**config.mk**
```make
export PLATFORM = sky130hd
export DESIGN_NAME = program_loader
export DESIGN_NICKNAME = d
export VERILOG_FILES = /design/src/rtl/program_loader.sv
export SDC_FILE = /design/constraint.sdc
export NUM_CORES = 1
export LEC_CHECK = 0
export BUFFER_PORTS_ARGS = -buffer_cell sky130_fd_sc_hd__buf_4
export CAP_MARGIN = 10
export CORE_MARGIN = 2
export CORE_UTILIZATION = 40
export DETAILED_ROUTE_END_ITERATION = 7
export SLEW_MARGIN = 5
export SYNTH_ARGS = -nofsm -noshare
export SYNTH_HDL_FRONTEND = slang
export SYNTH_SLANG_ARGS = --single-unit
```
**constraint.sdc**
```tcl
create_clock -name clk -period 6.3 [get_ports clk]
set_clock_uncertainty 0.05 [all_clocks]
set_input_delay 0.945 -clock clk [delete_from_list [all_inputs] [get_ports clk]]
set_output_delay 0.945 -clock clk [all_outputs]
set_load 0.02 [all_outputs]
```
**src/rtl/program_loader.sv**
```systemverilog
// Byte-stream program loader: assembles big-endian 32-bit words and drives the CPU instruction-init port.
// Define PROGRAM_LOADER_CHECKSUM_EN to require a trailing XOR checksum word after the program.
module program_loader #(
  parameter int unsigned MAX_WORDS     = 64,
  parameter logic [31:0] BASE_ADDR     = 32'h0,
  parameter int unsigned RELEASE_DELAY = 2
) (
  input  logic        clk,
  input  logic        rst,
  input  logic        start,
  input  logic        in_valid,
  input  logic [7:0]  in_data,
  output logic        in_ready,
  output logic        initialize,
  output logic [31:0] instruction_initialize_data,
  output logic [31:0] instruction_initialize_address,
  output logic        cpu_rst,
  output logic        busy,
  output logic        done,
  output logic        error,
  output logic [15:0] words_loaded
);

  // state     | meaning
  // S_IDLE    | after reset, CPU held in reset, waiting for start
  // S_HDR     | receiving the 2-byte big-endian word count
  // S_LOAD    | receiving program words (and the checksum word when enabled)
  // S_RELEASE | last write cycle, then RELEASE_DELAY idle cycles
  // S_DONE    | program loaded, CPU running
  // S_ERR     | load aborted, CPU held in reset
  typedef enum logic [2:0] {S_IDLE, S_HDR, S_LOAD, S_RELEASE, S_DONE, S_ERR} state_t;

  state_t      state_q, state_d;
  logic        in_ready_q, in_ready_d;
  logic        initialize_q, initialize_d;
  logic [31:0] data_q, data_d;
  logic [31:0] addr_q, addr_d;
  logic        cpu_rst_q, cpu_rst_d;
  logic        busy_q, busy_d;
  logic        done_q, done_d;
  logic        error_q, error_d;
  logic [15:0] words_loaded_q, words_loaded_d;
  logic [1:0]  byte_cnt_q, byte_cnt_d;
  logic [7:0]  hdr_hi_q, hdr_hi_d;
  logic [15:0] n_words_q, n_words_d;
  logic [23:0] word_sr_q, word_sr_d;
  logic [3:0]  rel_cnt_q, rel_cnt_d;
`ifdef PROGRAM_LOADER_CHECKSUM_EN
  logic        ck_phase_q, ck_phase_d;
  logic [31:0] ck_q, ck_d;
`endif

  logic        xfer;
  logic [31:0] word;
  logic [15:0] hdr_n;
  logic [15:0] wl_inc;

  always_comb begin
    state_d        = state_q;
    in_ready_d     = in_ready_q;
    initialize_d   = initialize_q;
    data_d         = data_q;
    addr_d         = addr_q;
    cpu_rst_d      = cpu_rst_q;
    busy_d         = busy_q;
    done_d         = done_q;
    error_d        = error_q;
    words_loaded_d = words_loaded_q;
    byte_cnt_d     = byte_cnt_q;
    hdr_hi_d       = hdr_hi_q;
    n_words_d      = n_words_q;
    word_sr_d      = word_sr_q;
    rel_cnt_d      = rel_cnt_q;
`ifdef PROGRAM_LOADER_CHECKSUM_EN
    ck_phase_d     = ck_phase_q;
    ck_d           = ck_q;
`endif
    xfer   = in_valid & in_ready_q;
    word   = {word_sr_q, in_data};
    hdr_n  = {hdr_hi_q, in_data};
    wl_inc = words_loaded_q + 16'd1;

    case (state_q)
      S_IDLE, S_DONE, S_ERR: begin
        if (start) begin
          state_d        = S_HDR;
          in_ready_d     = 1'b1;
          initialize_d   = 1'b1;
          cpu_rst_d      = 1'b1;
          busy_d         = 1'b1;
          done_d         = 1'b0;
          error_d        = 1'b0;
          byte_cnt_d     = 2'd0;
          words_loaded_d = 16'd0;
          data_d         = 32'd0;
          addr_d         = BASE_ADDR;
`ifdef PROGRAM_LOADER_CHECKSUM_EN
          ck_phase_d     = 1'b0;
          ck_d           = 32'd0;
`endif
        end
      end
      S_HDR: begin
        if (xfer) begin
          byte_cnt_d = byte_cnt_q + 2'd1;
          hdr_hi_d   = in_data;
          if (byte_cnt_q == 2'd1) begin
            byte_cnt_d = 2'd0;
            n_words_d  = hdr_n;
            if (hdr_n > 16'(MAX_WORDS)) begin
              state_d      = S_ERR;
              error_d      = 1'b1;
              initialize_d = 1'b0;
              in_ready_d   = 1'b0;
              busy_d       = 1'b0;
            end else if (hdr_n == 16'd0) begin
              // nothing to write, so skip the last-word write cycle
              initialize_d = 1'b0;
`ifdef PROGRAM_LOADER_CHECKSUM_EN
              state_d      = S_LOAD;
              ck_phase_d   = 1'b1;
`else
              state_d      = S_RELEASE;
              in_ready_d   = 1'b0;
              rel_cnt_d    = 4'(RELEASE_DELAY);
`endif
            end else begin
              state_d = S_LOAD;
            end
          end
        end
      end
      S_LOAD: begin
`ifdef PROGRAM_LOADER_CHECKSUM_EN
        if (ck_phase_q) initialize_d = 1'b0;
`endif
        if (xfer) begin
          byte_cnt_d = byte_cnt_q + 2'd1;
          word_sr_d  = {word_sr_q[15:0], in_data};
          if (byte_cnt_q == 2'd3) begin
`ifdef PROGRAM_LOADER_CHECKSUM_EN
            if (ck_phase_q) begin
              in_ready_d = 1'b0;
              if (word == ck_q) begin
                state_d   = S_RELEASE;
                rel_cnt_d = 4'(RELEASE_DELAY);
              end else begin
                state_d = S_ERR;
                error_d = 1'b1;
                busy_d  = 1'b0;
              end
            end else begin
              data_d         = word;
              addr_d         = BASE_ADDR + {14'd0, words_loaded_q, 2'b00};
              words_loaded_d = wl_inc;
              ck_d           = ck_q ^ word;
              if (wl_inc == n_words_q) ck_phase_d = 1'b1;
            end
`else
            data_d         = word;
            addr_d         = BASE_ADDR + {14'd0, words_loaded_q, 2'b00};
            words_loaded_d = wl_inc;
            if (wl_inc == n_words_q) begin
              state_d    = S_RELEASE;
              in_ready_d = 1'b0;
              rel_cnt_d  = 4'(RELEASE_DELAY);
            end
`endif
          end
        end
      end
      S_RELEASE: begin
        // initialize still high means the final word is being written this cycle
        if (initialize_q) begin
          initialize_d = 1'b0;
        end else if (rel_cnt_q <= 4'd1) begin
          state_d   = S_DONE;
          cpu_rst_d = 1'b0;
          done_d    = 1'b1;
          busy_d    = 1'b0;
        end else begin
          rel_cnt_d = rel_cnt_q - 4'd1;
        end
      end
      default: state_d = S_IDLE;
    endcase
  end

  always_ff @(posedge clk) begin
    if (!rst) begin
      state_q        <= S_IDLE;
      in_ready_q     <= 1'b0;
      initialize_q   <= 1'b0;
      data_q         <= 32'd0;
      addr_q         <= BASE_ADDR;
      cpu_rst_q      <= 1'b1;
      busy_q         <= 1'b0;
      done_q         <= 1'b0;
      error_q        <= 1'b0;
      words_loaded_q <= 16'd0;
      byte_cnt_q     <= 2'd0;
      hdr_hi_q       <= 8'd0;
      n_words_q      <= 16'd0;
      word_sr_q      <= 24'd0;
      rel_cnt_q      <= 4'd0;
`ifdef PROGRAM_LOADER_CHECKSUM_EN
      ck_phase_q     <= 1'b0;
      ck_q           <= 32'd0;
`endif
    end else begin
      state_q        <= state_d;
      in_ready_q     <= in_ready_d;
      initialize_q   <= initialize_d;
      data_q         <= data_d;
      addr_q         <= addr_d;
      cpu_rst_q      <= cpu_rst_d;
      busy_q         <= busy_d;
      done_q         <= done_d;
      error_q        <= error_d;
      words_loaded_q <= words_loaded_d;
      byte_cnt_q     <= byte_cnt_d;
      hdr_hi_q       <= hdr_hi_d;
      n_words_q      <= n_words_d;
      word_sr_q      <= word_sr_d;
      rel_cnt_q      <= rel_cnt_d;
`ifdef PROGRAM_LOADER_CHECKSUM_EN
      ck_phase_q     <= ck_phase_d;
      ck_q           <= ck_d;
`endif
    end
  end

  assign in_ready                       = in_ready_q;
  assign initialize                     = initialize_q;
  assign instruction_initialize_data    = data_q;
  assign instruction_initialize_address = addr_q;
  assign cpu_rst                        = cpu_rst_q;
  assign busy                           = busy_q;
  assign done                           = done_q;
  assign error                          = error_q;
  assign words_loaded                   = words_loaded_q;

endmodule

```
==> results of run 1 <==
[per-layer routing]
layer	up-vias	GRT usage, %	wire (um)
met2	140	31.9	7410
met1	2536	26.1	7170
met5	-	0	0
met3	25	4.92	695
met4	0	6.54	248
li1	2617	-	-
[cell type report]
cell class	count	area (sq um)	area share, %
timing repair buffer	86	646	9.11
tap	184	230	3.25
inverter	12	46.3	0.653
sequential	127	2540	35.9
multi-input combinational	540	3020	42.7
clock inverter	12	133	1.87
clock buffer	20	467	6.59
[state kept, by name, summed over array words and instances (netlist names)]
signal / count
in_ready: 1
done: 1
state_q: 3
word_sr_q: 24
initialize: 1
hdr_hi_q: 8
instruction_initialize_address: 16
instruction_initialize_data: 32
rel_cnt_q: 4
busy: 1
words_loaded: 16
n_words_q: 16
cpu_rst: 1
error: 1
byte_cnt_q: 2
[layout by cell type (no fill, tap or decap), drive strengths merged, types with 11 or more instances in the layout]
cell and count:
nand2 132, o21ai 20, a21oi 100, mux2i 24
nand3 61, xnor2 12, buf 86, nor2 53
nor4 11, nor3 16, dfxtp 127, inv 14
clkbuf 20, conb 16
[kinds of logic after synthesis]
logic type                 count (synthesis)
adders and majority gates                  6
muxes                                     25
buffers and inverters                     82
and+or+nand+nor                          323
xor gates and xnor gates                  19
DFF                                      127
AOI/OAI and AO/OA                        151
other                                      1
[critical path: stages, from the launching register on]
cell	delay [ns]
dfxtp_1	0.64
nor2b_1	0.41
a21oi_1	0.19
o21ai_4	0.68
buf_4	0.46
nand2_1	0.38
nor4_1	0.37
a21oi_1	0.08
nor2_1	0.09
[how the worst min path moves through the flow]
stage / start / slack (ns) / cells past startpoint / endpoint
CTS: instruction_initialize_address[9] / 0.40 / 2 / instruction_initialize_address[9]
global placement: instruction_initialize_address[11] / 0.39 / 2 / instruction_initialize_address[11]
detailed placement: instruction_initialize_data[8] / 0.40 / 2 / instruction_initialize_data[8]
floorplan: word_sr_q[16] / 0.39 / 2 / word_sr_q[16]
global route: instruction_initialize_address[12] / 0.42 / 2 / instruction_initialize_address[12]
finish: instruction_initialize_address[9] / 0.40 / 2 / instruction_initialize_address[9]
[through the flow]
step                util (%)  hold slack (ns)  cells  total power, mW  setup slack [ns]
finish                  48.9            0.400    981             1.95              2.86
global route            48.9            0.416    981             2.02              2.44
detailed placement      44.8            0.395    949            0.982              2.66
global placement        44.8            0.389    949            0.978              2.80
floorplan                  -            0.387    749            0.945              3.77
CTS                     48.9            0.403    981             1.97              2.86
[synthesized netlist by cell type, drive strengths merged (2+ instances only)]
library cell | instances | area, sq um
nor2b | 8 | 50.1
a211oi | 3 | 22.5
clkbuf | 42 | 158
or3 | 6 | 42.5
nand2b | 5 | 31.3
or2 | 2 | 12.5
and3 | 2 | 12.5
buf | 28 | 203
inv | 12 | 45.0
o31ai | 2 | 15.0
o21bai | 3 | 22.5
mux2i | 24 | 240
and3b | 3 | 26.3
or4 | 3 | 26.3
and4 | 2 | 20.0
nor3 | 16 | 96.4
and4b | 2 | 20.0
a22oi | 2 | 15.0
nor4 | 11 | 96.3
nor3b | 8 | 60.1
a21oi | 100 | 500
dfxtp | 127 | 2540
a31oi | 3 | 18.8
a221oi | 2 | 23.8
o21a | 2 | 15.0
xnor2 | 12 | 105
nand3 | 61 | 318
nand2 | 132 | 495
nor2 | 53 | 199
o221ai | 3 | 32.5
o22ai | 3 | 25.0
xor2 | 7 | 61.3
nand4 | 7 | 65.1
ha | 6 | 75.1
o21ai | 20 | 100
[power by group through the flow]
| stage | Sequential, mW | Clock (mW) | Combinational, mW |
|---|---|---|---|
| finish | 0.825 | 0.986 | 0.138 |
| global route | 0.827 | 1.04 | 0.153 |
| CTS | 0.825 | 1.00 | 0.140 |
| detailed placement | 0.842 | 0 | 0.139 |
| global placement | 0.842 | 0 | 0.136 |
| floorplan | 0.838 | 0 | 0.107 |
==> impl_metrics.csv, run 1 <==
group,metric,value,unit
run_status,status,"complete, no violations",
synth,syn_avg_cell_area,8.03,sq um
critical_path,crit_path_max_fanout,33,
floorplanning,die_x,125,um
clock_network,cts_buffer_depth,2,
cells_and_area,antennaDiodeCount,0,
critical_path,endpoint,"words_loaded[11]",
place,io_buffers,81,
synth,synth_cell_types,64,
clock_network,cts_resized,0,
clock_network,root_buffer,"clkbuf_16",
clock_network,htreeDepth,4,
critical_path,r2r_end,"words_loaded[11]",
grt,grt_pass1_wl,25300,um
critical_path,worstPathRequired,6.58,ns
place,place_congestion,0.862,
sta,rsz0062_at_grt,"no",
detailed_routing,drc,0,
sta,setup_viol,0,
synth,synth-adder-area-share,1.27,%
clock_network,cts_tree,"yes",
cells_and_area,fillers,1402,
critical_path,crit_start,"state_q[1]",
detailed_routing,postRouteWirelength,15500,um
clock_network,cts.sinks,127,
critical_path,crit_arrival,3.72,ns
synth,ys_async_sr_fraction,0,%
sta,finalCriticalPeriod,3.44,ns
power_and_ir_drop,power.share.sequential,42.3,%
power_and_ir_drop,leakagePower,2.56,nW
sta,fin_crit_sh,54.6,%
synth,synthMuxAreaShare,4.27,%
cells_and_area,final_area,0.00709,sq mm
clock_network,cts_buffers,17,
synth,ys_ff_latch,127,
hold_path,hp-class,"reg -> reg",
synth,synth-compound-area-share,14.6,%
clock_network,post_cts_buffers,0,
detailed_routing,via_per_inst,5.42,
floorplanning,pin_count,98,
critical_path,r2r-start,"state_q[1]",
grt,grt_pass1_vias,4999,
detailed_routing,drtPass1Iterations,5,
synth,synthFlopType,"dfxtp_1",
floorplanning,die_area,0.0157,sq mm
synth,synth-seq-area-share,43.1,%
detailed_routing,ant_nets,0,
power_and_ir_drop,p_sw_share,24.9,%
critical_path,critPathLaunchType,"flip-flop",
sta,worst_pin_slew,1.04,ns
critical_path,worstSetupEndpointType,"flip-flop",
detailed_routing,wl_per_cell,15.8,um
place,detailed_place_hpwl,10300,um
critical_path,critical_path_class,"reg -> reg",
power_and_ir_drop,p_per_area,275,mW/mm^2
sta,fin_tns_setup,0,ns
detailed_routing,drt_iter0_drc,355,
synth,synth_xor_area_share,2.82,%
sta,slew_headroom,30.9,%
clock_network,clk_latency,0.41,ns
synth,synth_edf_count,0,
power_and_ir_drop,clock_power_share,50.6,%
grt,antenna_found_initial,0,
place,dpl_cell_area,0.00649,sq mm
critical_path,r2r_slack,2.86,ns
grt,grt_usage,19.8,%
synth,synth_area,0.00589,sq mm
power_and_ir_drop,max-vdd-ir-drop,0.200,mV
sta,fmax,0.291,GHz
clock_network,ctsHoldBuffers,0,
floorplanning,coreArea,0.0145,sq mm
flow_run,drv_cap,0,
synth,synth-simple-area-share,27.0,%
floorplanning,row_count,44,
grt,grt_start_max_net_pins,70,
cells_and_area,syn2layout_area_growth,20.2,%
detailed_routing,vias,5318,
synth,netlist_instances,734,
power_and_ir_drop,power.share.combinational,7.1,%
cells_and_area,drive_gt1_share,17.4,%
floorplanning,initial_core_util,40.7,%
power_and_ir_drop,switchingPower,486,uW
synth,synth_top_family_by_area,"simple AND/OR/NAND/NOR gates",
power_and_ir_drop,p_int,1.46,mW
synth,yosys_warnings,0,
sta,hold_violations,0,
sta,finalMaxSlewViolations,0,
floorplanning,dieHeight,125,um
cells_and_area,finalNetCount,802,
critical_path,rr_worst_depth,8,
clock_network,clk_pin_slew,0.06,ns
grt,grt_overflow_total,0,
No activity file was read; power rests on OpenSTA's default activity.
==> inputs of run 2 (changes only) <==
ABC_AREA = 1   (was not set)
clock period = 2.8 ns   (was 6.3 ns; I/O delays follow)
==> run 2 against run 1 <==
  * Maximum frequency grew 42%
  * Via count fell by 0.83%
  * Area after synthesis decreased by 2.7%
  * Utilization increased by 1.4 points
  * Die area fell by 2.6%
  * Cell count up 9.4%
  * Combinational power grew to 11 times the previous value
  * Largest cell class unchanged
==> impl_metrics.csv, run 2 <==
group,metric,value,unit
power_and_ir_drop,leakagePower,2.91,nW
synth,synth_cell_types,36,
place,io_buffers,81,
detailed_routing,drc,0,
critical_path,worstSetupEndpointType,"flip-flop",
sta,finalMaxSlewViolations,0,
sta,rsz0062_at_grt,"no",
place,dp_slack,0.366,ns
cells_and_area,largest_register_ffs,32,
grt,antenna_found_initial,0,
clock_network,clk_pin_slew,0.06,ns
cells_and_area,antennaDiodeCount,0,
floorplanning,coreArea,0.0139,sq mm
synth,synth_top_area_cell,"dfxtp_1",
clock_network,cts_buffers,17,
sta,finalCriticalPeriod,2.43,ns
detailed_routing,drt_iter0_drc,352,
synth,synth_common_cells,"nand2_1 (209), dfxtp_1 (127), a21oi_1 (96)",
floorplanning,row_count,43,
critical_path,r2r_end,"instruction_initialize_address[10]",
synth,yosys_warnings,0,
detailed_routing,postRouteWirelength,14800,um
power_and_ir_drop,max-vdd-ir-drop,0.420,mV
place,place_congestion,0.894,
critical_path,rr_worst_depth,13,
grt,grt_start_max_net_pins,53,
grt,grt_usage,20.6,%
detailed_routing,ant_nets,0,
critical_path,critical_path_class,"reg -> reg",
critical_path,crit_arrival,2.72,ns
synth,syn_avg_cell_area,7.11,sq um
cells_and_area,syn2layout_area_growth,22.3,%
grt,grt_pass1_vias,4935,
synth,synth-seq-area-share,44.3,%
synth,ys_ff_latch,127,
clock_network,root_buffer,"clkbuf_16",
synth,netlist_instances,807,
critical_path,crit_path_max_fanout,42,
critical_path,endpoint,"instruction_initialize_address[10]",
cells_and_area,finalNetCount,898,
detailed_routing,drtPass1Iterations,5,
sta,fin_tns_setup,0,ns
power_and_ir_drop,power.total,5.66,mW
cells_and_area,fillers,1423,
sta,setup_ws,0.374,ns
critical_path,worstPathRequired,3.10,ns
floorplanning,initial_core_util,41.2,%
synth,synth_area,0.00574,sq mm
sta,fin_crit_sh,86.6,%
floorplanning,die_area,0.0153,sq mm
critical_path,r2r-start,"state_q[1]",
run_status,status,"complete, no violations",
detailed_routing,vias,5274,
clock_network,ctsHoldBuffers,0,
synth,synthTopCellsByArea,"dfxtp_1 (44%), nand2_1 (14%), a21oi_1 (8.4%), nor2_1 (5.8%), inv_1 (4.5%)",
clock_network,post_cts_buffers,0,
sta,slew_headroom,53.7,%
sta,fmax,0.412,GHz
critical_path,r2r_slack,0.37,ns
hold_path,hp-class,"in -> reg",
synth,yosysMostFrequentCell,"nand2_1",
sta,worst_pin_slew,0.694,ns
critical_path,crit_start,"state_q[1]",
sta,setup_viol,0,
grt,grt_pass1_wl,24400,um
clock_network,cts_tree,"yes",
floorplanning,die_x,124,um
floorplanning,dieHeight,124,um
sta,hold_violations,0,
place,detailed_place_hpwl,10100,um
floorplanning,pin_count,98,
clock_network,cts.sinks,127,
grt,grt_overflow_total,0,
clock_network,htreeDepth,4,
synth,synthFlopType,"dfxtp_1",
detailed_routing,via_per_inst,4.92,
cells_and_area,final_common_cell,"nand2_1",
detailed_routing,wl_per_cell,13.7,um
critical_path,critPathLaunchType,"flip-flop",
cells_and_area,drive_gt1_share,17.0,%
clock_network,cts_buffer_depth,2,
cells_and_area,mostFrequentLayoutCells,"nand2_1 (209), dfxtp_1 (127), a21oi_1 (96)",
clock_network,clk_latency,0.42,ns
flow_run,drv_cap,0,
synth,yosys.area.top_type_share,44.3,%
power_and_ir_drop,p_per_area,807,mW/mm^2
synth,synth_edf_count,0,
clock_network,cts_resized,0,
place,dp_cells,1041,
cells_and_area,instances_no_fill,1073,
hold_path,worstHoldStart,"in_data[7]",
synth,ys_async_sr_fraction,0,%
[run 2: cell types whose count changed in the layout (fill, tap and decap cells not counted), moves of 11 or more]
cell / delta
mux2i_1: -24
xnor2_1: -11
nand2_1: +77
nand4_1: +11
nor3_1: -11
nor2_1: +37
o21ai_0: +32
nand3_1: -22
inv_1: +57
[run 2: metrics by stage]
stage	hold WS (ns)	util, %	area [sq um]
global placement	0.405	46.3	6450
detailed placement	0.405	46.3	6450
floorplan	0.387	-	5790
CTS	0.216	50.4	7020
global route	0.214	50.4	7020
finish	0.232	50.4	7020
[run 2: power breakdown]
group / total (mW) / internal, mW / switching, mW
registers: 2.06 / 1.95 / 0.110
logic: 1.46 / 0.436 / 1.03
clock network: 2.14 / 1.31 / 0.833
total: 5.66 / 3.69 / 1.97
[run 2: cell families after synthesis]
| group | synth area share, % |
|---|---|
| flops | 44.3 |
| compound gates | 14.8 |
| xor+xnor | 0.458 |
| other cells | 0.0654 |
| buf+inv | 9.64 |
| fa+ha+maj | 1.31 |
| simple gates | 29.4 |
[run 2: worst min-delay path by stage]
stage               cells after the start                               to  slack, ns
floorplan                               2  instruction_initialize_data[24]       0.39
global placement                        2   instruction_initialize_data[4]       0.40
detailed placement                      2  instruction_initialize_data[31]       0.40
CTS                                     3   instruction_initialize_data[7]       0.22
global route                            3   instruction_initialize_data[7]       0.21
finish                                  3   instruction_initialize_data[7]       0.23
[run 2: area by class of cell]
cell class / instances / area (sq um) / share of cell area [%]
Clock buffer: 19 / 433 / 6.17
Multi-Input combinational cell: 570 / 2700 / 38.5
Timing Repair Buffer: 89 / 693 / 9.88
Sequential cell: 127 / 2540 / 36.2
Clock inverter: 13 / 139 / 1.98
Inverter: 75 / 287 / 4.08
Tap cell: 180 / 225 / 3.21
[run 2: metal layers]
| metal | part of all wire [%] | global-route usage [%] | up-vias |
|---|---|---|---|
| met3 | 5.0 | 5.86 | 12 |
| li1 | - | - | 2729 |
| met1 | 46 | 26.6 | 2416 |
| met4 | 0.96 | 6.46 | 0 |
| met5 | 0 | 0 | - |
| met2 | 48 | 33.3 | 117 |
[run 2: critical path, cell delays in order (launching register included)]
cell	delay, ns
dfxtp_1	0.40
inv_2	0.08
nor2_1	0.09
inv_1	0.08
nor2_4	0.17
inv_4	0.11
nor2_1	0.19
inv_2	0.07
nand3_2	0.09
nor2_4	0.05
inv_4	0.23
buf_4	0.47
nand2_1	0.10
a21oi_1	0.15
